--- config.mk ---
export PLATFORM = sky130hd
export DESIGN_NAME = ctr_seq
export DESIGN_NICKNAME = d
export VERILOG_FILES = /design/src/rtl/ctr_seq.sv
export SDC_FILE = /design/constraint.sdc
export NUM_CORES = 1
export LEC_CHECK = 0
export BUFFER_PORTS_ARGS = -buffer_cell sky130_fd_sc_hd__buf_2
export CAP_MARGIN = 5
export CORE_MARGIN = 2
export CORE_UTILIZATION = 59
export CTS_BUF_LIST = sky130_fd_sc_hd__clkbuf_8 sky130_fd_sc_hd__clkbuf_16
export DETAILED_ROUTE_END_ITERATION = 8
export GPL_TIMING_DRIVEN = 1
export HOLD_SLACK_MARGIN = 0.02
export PLACE_DENSITY = 0.81
export SYNTH_ARGS = -nofsm -noshare
export SYNTH_HDL_FRONTEND = slang
export SYNTH_SLANG_ARGS = --single-unit
--- constraint.sdc ---
create_clock -name clk -period 4.1 [get_ports clk]
set_input_delay 1.23 -clock clk [delete_from_list [all_inputs] [get_ports clk]]
set_output_delay 1.23 -clock clk [all_outputs]
set_load 0.05 [all_outputs]
--- src/rtl/ctr_seq.sv ---
// ctr_seq: command-driven sequencer for a WIDTH-bit up/down counter (one-shot, auto-reload, ping-pong).
// Optional tick prescaler is enabled by defining CTR_SEQ_PRESCALE_EN.
module ctr_seq #(
    parameter int WIDTH    = 10,
    parameter int PRESCALE = 4
) (
    input  logic             clk,
    input  logic             rst,
    input  logic             cmd_valid,
    output logic             cmd_ready,
    input  logic [1:0]       cmd_op,
    input  logic [1:0]       cfg_mode,
    input  logic [WIDTH-1:0] cfg_limit,
    input  logic             tick,
    output logic [WIDTH-1:0] count,
    output logic             count_dir,
    output logic             busy,
    output logic             tc_pulse,
    output logic             done
);

    typedef enum logic [2:0] {
        S_IDLE,
        S_LOAD,
        S_RUN,
        S_PAUSE,
        S_DONE
    } state_t;

    localparam logic [1:0] OP_NOP   = 2'b00;
    localparam logic [1:0] OP_START = 2'b01;
    localparam logic [1:0] OP_STOP  = 2'b10;
    localparam logic [1:0] OP_PAUSE = 2'b11;

    localparam logic [1:0] M_UP  = 2'b00;
    localparam logic [1:0] M_DN  = 2'b01;
    localparam logic [1:0] M_RLD = 2'b10;

    localparam logic [WIDTH-1:0] ONE = WIDTH'(1);

    state_t           state_q, state_d;
    logic [WIDTH-1:0] count_q, count_d;
    logic [WIDTH-1:0] limit_q, limit_d;
    logic [1:0]       mode_q, mode_d;
    logic             dir_q, dir_d;
    logic             tc_q, tc_d;
    logic             done_q, done_d;

    logic             accept;
    logic [1:0]       op;
    logic             step;
    logic [WIDTH-1:0] up_val, dn_val;

    // An unaccepted request behaves exactly like a NOP.
    assign accept = cmd_valid && (state_q != S_LOAD);
    assign op     = accept ? cmd_op : OP_NOP;

    // Saturating neighbours keep limit == 0 from wrapping.
    assign up_val = (count_q == limit_q) ? count_q : count_q + ONE;
    assign dn_val = (count_q == '0) ? count_q : count_q - ONE;

`ifdef CTR_SEQ_PRESCALE_EN
    localparam int            PW       = (PRESCALE > 1) ? $clog2(PRESCALE) : 1;
    localparam logic [PW-1:0] PRE_LAST = PW'(PRESCALE - 1);
    localparam logic [PW-1:0] PRE_ONE  = PW'(1);

    logic [PW-1:0] pre_q, pre_d;

    always_comb begin
        pre_d = pre_q;
        if (op == OP_START || op == OP_STOP || state_q == S_LOAD) begin
            pre_d = '0;
        end else if (state_q == S_RUN && op == OP_NOP && tick) begin
            pre_d = (pre_q == PRE_LAST) ? '0 : pre_q + PRE_ONE;
        end
    end

    assign step = (state_q == S_RUN) && (op == OP_NOP) && tick && (pre_q == PRE_LAST);

    always_ff @(posedge clk) begin
        if (rst) begin
            pre_q <= '0;
        end else begin
            pre_q <= pre_d;
        end
    end
`else
    assign step = (state_q == S_RUN) && (op == OP_NOP) && tick;
`endif

    always_comb begin
        state_d = state_q;
        count_d = count_q;
        dir_d   = dir_q;
        tc_d    = 1'b0;
        done_d  = done_q;
        mode_d  = mode_q;
        limit_d = limit_q;
        case (op)
            OP_START: begin
                mode_d  = cfg_mode;
                limit_d = cfg_limit;
                done_d  = 1'b0;
                state_d = S_LOAD;
            end
            OP_STOP: begin
                state_d = S_IDLE;
            end
            OP_PAUSE: begin
                if (state_q == S_RUN) begin
                    state_d = S_PAUSE;
                end else if (state_q == S_PAUSE) begin
                    state_d = S_RUN;
                end
            end
            default: begin
                if (state_q == S_LOAD) begin
                    count_d = (mode_q == M_DN) ? limit_q : '0;
                    dir_d   = (mode_q == M_DN);
                    state_d = S_RUN;
                end else if (step) begin
                    case (mode_q)
                        M_UP: begin
                            count_d = up_val;
                            if (up_val == limit_q) begin
                                tc_d    = 1'b1;
                                done_d  = 1'b1;
                                state_d = S_DONE;
                            end
                        end
                        M_DN: begin
                            count_d = dn_val;
                            if (dn_val == '0) begin
                                tc_d    = 1'b1;
                                done_d  = 1'b1;
                                state_d = S_DONE;
                            end
                        end
                        M_RLD: begin
                            if (count_q == limit_q) begin
                                count_d = '0;
                                tc_d    = 1'b1;
                            end else begin
                                count_d = count_q + ONE;
                            end
                        end
                        default: begin
                            // Ping-pong: the direction flips on the step that lands on an end.
                            if (!dir_q) begin
                                count_d = up_val;
                                if (up_val == limit_q) begin
                                    tc_d  = 1'b1;
                                    dir_d = 1'b1;
                                end
                            end else begin
                                count_d = dn_val;
                                if (dn_val == '0) begin
                                    tc_d  = 1'b1;
                                    dir_d = 1'b0;
                                end
                            end
                        end
                    endcase
                end
            end
        endcase
    end

    always_ff @(posedge clk) begin
        if (rst) begin
            state_q <= S_IDLE;
            count_q <= '0;
            dir_q   <= 1'b0;
            tc_q    <= 1'b0;
            done_q  <= 1'b0;
            mode_q  <= '0;
            limit_q <= '0;
        end else begin
            state_q <= state_d;
            count_q <= count_d;
            dir_q   <= dir_d;
            tc_q    <= tc_d;
            done_q  <= done_d;
            mode_q  <= mode_d;
            limit_q <= limit_d;
        end
    end

    assign cmd_ready = (state_q != S_LOAD);
    assign busy      = (state_q == S_LOAD) || (state_q == S_RUN) || (state_q == S_PAUSE);
    assign count     = count_q;
    assign count_dir = dir_q;
    assign tc_pulse  = tc_q;
    assign done      = done_q;

endmodule

* Word-level counts from Yosys, hierarchy flattened
Index checks and enable logic that the tools add are counted.
** Cells by class
- Add/sub/neg operators :: 2
- Equality and inequality tests :: 18
- Mux-type cells :: 33
- Bitwise gates (word level) :: 3
- Reduce and logical (&&, ||, !) cells :: 22
** Operators by type and width (number)
- 10-bit 2-to-1 mux :: 7
- 10-bit one-hot mux with 3 select lines :: 1
- 10-bit equality test :: 2
- 10-bit logical NOT :: 2
- 3-bit 2-to-1 mux :: 6
- 1-bit 2-to-1 mux :: 13
- 10-bit by 1-bit adder with 10-bit output (second input constant) :: 1
- 10-bit by 1-bit subtractor with 10-bit output (second input constant) :: 1
- 3-bit one-hot mux with 3 select lines :: 1
- 2-bit equality test (second input constant) :: 3
- 3-bit by 2-bit equality test with 1-bit output (second input constant) :: 2
- 3-bit by 1-bit inequality test with 1-bit output (second input constant) :: 2
- 6-bit by 2-bit inequality test with 1-bit output (second input constant) :: 1
- 6-bit by 3-bit inequality test with 1-bit output (second input constant) :: 1
- 3-bit one-hot mux with 2 select lines :: 1
- 6-bit AND reduction :: 1
- 6-bit nonzero test :: 1
- 3-bit OR reduction :: 2
- 6-bit OR reduction :: 1
- 5-bit AND reduction :: 1
- 5-bit nonzero test :: 1
- 2-bit by 1-bit equality test with 1-bit output (second input constant) :: 2
- 2-bit logical NOT :: 2
- 2-bit by 1-bit inequality test with 1-bit output (second input constant) :: 2
- other kinds (14) :: 21
** Word-level totals
- Bits in registers :: 28
- Bits of input ports :: 18
- Logic and storage cells :: 85

* Depth between registers and ports, before layout
- Word-level depth :: 9
- Mapped depth :: 15
- Mapped depth without buffers :: 12

* Worst setup path before layout
OpenSTA, ideal clock, no wires.
- Kind :: register -> register
- Start point :: reg count_q[7] (netlist: count[7])
- End point :: reg dir_q (netlist: count_dir)
- Library setup time :: 0.095 ns
- Arrival time :: 3.737 ns
- Required time :: 4.005 ns
- Slack :: 0.268 ns
- Cell stages (with the launch flop) :: 16
- Clock period less this slack :: 3.832 ns
- Cells stage by stage :: dfxtp_1 -> buf_2 -> xor2_1 -> nor4b_1 -> and3_1 -> buf_4 -> inv_2 -> buf_2 -> ha_1 -> xnor2_1 -> a221oi_1 -> o211ai_1 -> nor4b_1 -> nand3_1 -> a211o_1 -> a221oi_1
** Between the ends
- Word-level cells in the longest chain between the ends :: 8
- Elaborated cells on any way between the ends :: 14
- Those cells by class :: 2 x add/sub; 2 x eq/ne; 8 x mux; 2 x reduce/logical
** RTL lines
- start: declaration :: RTL line 42 : logic [WIDTH-1:0] count_q, count_d;
- start signal: assignment :: RTL line 180 : count_q <= count_d;
- 10-bit by 1-bit adder with 10-bit output (tied with other cells) :: RTL line 59 : assign up_val = (count_q == limit_q) ? count_q : count_q + ONE;
- 10-bit 2-to-1 mux, on equally long branches :: RTL line 59, 60
- 10-bit equality test / 10-bit logical NOT (equally long branches) :: RTL line 151, 157
- 1-bit 2-to-1 mux, on equally long branches :: RTL line 151, 157
- 1-bit 2-to-1 mux * :: RTL line 149 : if (!dir_q) begin
- 1-bit 2-to-1 mux * :: RTL line 122 : case (mode_q)
- 1-bit 2-to-1 mux * :: RTL line 121 : end else if (step) begin
- 1-bit 2-to-1 mux * :: RTL line 117 : if (state_q == S_LOAD) begin
- end signal: assignment :: RTL line 181 : dir_q <= dir_d;
- end: declaration :: RTL line 45 : logic dir_q, dir_d;
Mark *: on every way between the ends. The rest lies on a longest branch, timed or not. The select of a mux whose other input is x is not followed.
A chain may end at the register's enable or synchronous reset.

* Final worst setup path
- Start point :: reg count_q[0] (netlist: count[0])
- End point :: reg dir_q (netlist: count_dir)
The elaborated chain is that of the path after synthesis.

==> impl_metrics.env <==
export IMPL_cpMaxStageDelayCell="dfxtp_1"
export IMPL_htree_levels=1
export IMPL_die_x_um=73.0
export IMPL_vdd_drop_max_uv=329
export IMPL_rows=25
export IMPL_grt_setup_unrepaired="false"
export IMPL_critPathCaptureType="flip-flop"
export IMPL_period_share_pct=87.8
export IMPL_p_leak_nw=1.22
export IMPL_crit_type="reg2reg"
export IMPL_cp_start_kind="flip-flop"
export IMPL_min_from="done"
export IMPL_fin_nets=433
export IMPL_drv_cap=0
export IMPL_syn_num_nets=416
export IMPL_first_pass_iters=8
export IMPL_synth_area_leader_cell="dfxtp_1"
export IMPL_wirelength_um=9020
export IMPL_initial_utilization_pct=60.2
export IMPL_maxSlewViolCount=0
export IMPL_hold_viol=0
export IMPL_setup_tns_ns=0
export IMPL_synthArstFlopShare_pct=0
export IMPL_gr_total_overflow=0
export IMPL_yosys_most_used_dff="dfxtp_1"
export IMPL_grt_max_degree=34
export IMPL_max_slew_margin_rel_pct=42.2
export IMPL_whs_ns=0.468
export IMPL_max_freq_mhz=278
export IMPL_stdcell_count=460
export IMPL_ios=33
export IMPL_gp_congestion=0.942
export IMPL_power_frac_seq_pct=17.2
export IMPL_min_period_ns=3.60
export IMPL_path_clk_slew_ns=0.11
export IMPL_ys_warn_count=0
export IMPL_rr_worst_depth=12
export IMPL_tightest_slew_ns=0.864
export IMPL_drt_vias_per_instance=6.78
export IMPL_postRouteAntennaNets=0
export IMPL_grt_use_total_pct=34.0
export IMPL_synth_area_leaders="dfxtp_1, mux2i_1, nor2_1"
export IMPL_critPathMaxStageDelay_ns=0.57
export IMPL_layout_drive_gt1_share_pct=14.8
export IMPL_intPower_mw=0.974
export IMPL_p_switching_mw=1.32
export IMPL_hold_buffers=0
export IMPL_routedWlPerCell_um=19.6
export IMPL_tritoncts="built"
export IMPL_cp_arrival_ns=3.80
export IMPL_cts_buffer_depth=2
export IMPL_insertion_delay_ns=0.29
export IMPL_syn_to_final_growth_pct=8.43
export IMPL_synth_seq_area_share_pct=20.0
export IMPL_clockPowerShare_pct=8.0
export IMPL_cts_buffers=3
export IMPL_cp_cell_sequence="xor2_1 > nor4_1 > and3_1 > inv_2 > ha_1 > xnor2_1 > a221oi_1 > o211ai_1 > nor4b_1 > nand3_1 > a211o_1 > a221oi_1"
export IMPL_synth_edf_count=0
export IMPL_hold_end="done"
export IMPL_r2r_start="count[0]"
export IMPL_syn_area_mm2=0.00281
export IMPL_dp_final_hpwl_um=6510
export IMPL_worstPathRequired_ns=4.30
export IMPL_combPwrFrac_pct=74.8
export IMPL_postCtsResizedCells=0
export IMPL_drtIter0Drc=527
export IMPL_regToRegEndpoint="count_dir"
export IMPL_antenna_found_initial=0
export IMPL_ctsRootBufferMaster="clkbuf_8"
export IMPL_yosysMostFrequentCell="nor2_1"
export IMPL_portBuffers=32
export IMPL_worst_slack_ns=0.499
export IMPL_dieArea_mm2=0.00532
export IMPL_cp_max_fo=11
export IMPL_syn_avg_cell_area_um2=7.19
export IMPL_reg2reg_slack_ns=0.50
export IMPL_setup_viol=0
export IMPL_grt_pass1_vias=2735
export IMPL_outcome="finished clean"
export IMPL_finalClockSkew_ns=0.00964
export IMPL_hold_path_class="reg2reg"
export IMPL_synth_commonest_cells="nor2_1, nand2_1, dfxtp_1"
export IMPL_cts_setup_buffers=0
export IMPL_yosys_register_bits=28
export IMPL_synth_top_area_share_pct=20.0
export IMPL_dp_cells=456
export IMPL_num_antenna_cells=0
export IMPL_min_path_cells=2
export IMPL_core_area_mm2=0.00466
export IMPL_pre_cts_slack_ns=0.577
export IMPL_cts_sinks=28
export IMPL_die_h_um=73.0
export IMPL_crit_top_cell="a221oi_1"
export IMPL_vias=3120
export IMPL_swShare_pct=57.5
export IMPL_synth_cell_types=60
export IMPL_syn_inst=390
export IMPL_powerDensity_mw_per_mm2=753
export IMPL_drc=0
export IMPL_grt_first_pass_wirelength_um=14000
==> state kept, by name, indices dropped and copies added, names as in the netlist <==
register / cells
limit_q: 10
count: 10
count_dir: 1
tc_pulse: 1
mode_q: 2
state_q: 3
done: 1
==> per-layer routing <==
metal	vias up	GRT usage, %	routed length [µm]
li1	1470	-	-
met2	211	51.7	4040
met3	24	3.04	900
met1	1415	50.1	3840
met5	-	0	0
met4	0	11.7	238
==> cell type report <==
cell class	instances	area, µm²
Sequential cell	28	561
Fill cell	426	1620
Timing Repair Buffer	45	258
Clock buffer	4	55.1
Inverter	16	60.1
Multi-Input combinational cell	313	2040
Tap cell	54	67.6
==> kinds of logic after synthesis <==
logic type | count (synthesis) | share of synthesized area [%]
buf+inv | 49 | 7.27
simple gates | 153 | 27.6
xor+xnor | 21 | 6.56
compound gates | 110 | 27.5
fa+ha+maj | 8 | 3.57
flops | 28 | 20.0
mux | 21 | 7.54
==> worst max-delay path, delay by kind of cell, from the launching register on <==
kind	cells	cell delay [ns]
compound gates	4	0.92
flops	1	0.57
fa+ha+maj	1	0.31
buf+inv	1	0.04
xor+xnor	2	0.26
simple gates	4	1.41
==> per-stage QoR <==
stage          cell area, µm²  power [mW]  utilization, %
6_report                 3040        2.29            65.3
5_1_grt                  3040        2.42            65.3
4_1_cts                  3040        2.24            65.3
3_5_place_dp             2990        2.06            64.1
3_3_place_gp             2990        2.03            64.1
2_1_floorplan            2810        1.65               -
==> power by group through the flow <==
stage	Combinational, mW	Sequential, mW	Clock [mW]
3_5_place_dp	1.66	0.397	0
4_1_cts	1.67	0.391	0.185
5_1_grt	1.83	0.403	0.192
6_report	1.71	0.394	0.184
2_1_floorplan	1.20	0.450	0
3_3_place_gp	1.64	0.392	0
==> cell usage in the layout (no fill, tap or decap), types with 5 or more instances in the layout <==
cell type | synthesis | routed
nand2b_1 | 5 | 5
a311oi_1 | 9 | 9
nand2_1 | 32 | 32
nor2_1 | 47 | 47
o41ai_1 | 5 | 5
inv_1 | 15 | 15
buf_4 | 1 | 13
a221oi_1 | 9 | 9
a21oi_1 | 17 | 17
xnor2_1 | 11 | 11
buf_2 | 7 | 32
dfxtp_1 | 28 | 28
nor2b_1 | 6 | 6
and3_1 | 6 | 6
mux2i_1 | 20 | 20
nor3_1 | 15 | 15
xor2_1 | 10 | 10
ha_1 | 8 | 8
a211oi_1 | 6 | 6
nand3_1 | 15 | 15
o21ai_0 | 26 | 26
o211ai_1 | 6 | 6
==> how the worst max path moves through the flow <==
stage	from	endpoint	slack, ns	cells after the start
after floorplan	count[7]	count_dir	0.27	15
after global placement	count[9]	count_dir	0.68	12
after detailed placement	count[9]	count_dir	0.58	12
after CTS	count[9]	count_dir	0.56	12
after global routing	count[9]	count_dir	0.17	12
final	count[0]	count_dir	0.50	12
Power figures use the tool's default switching activity.
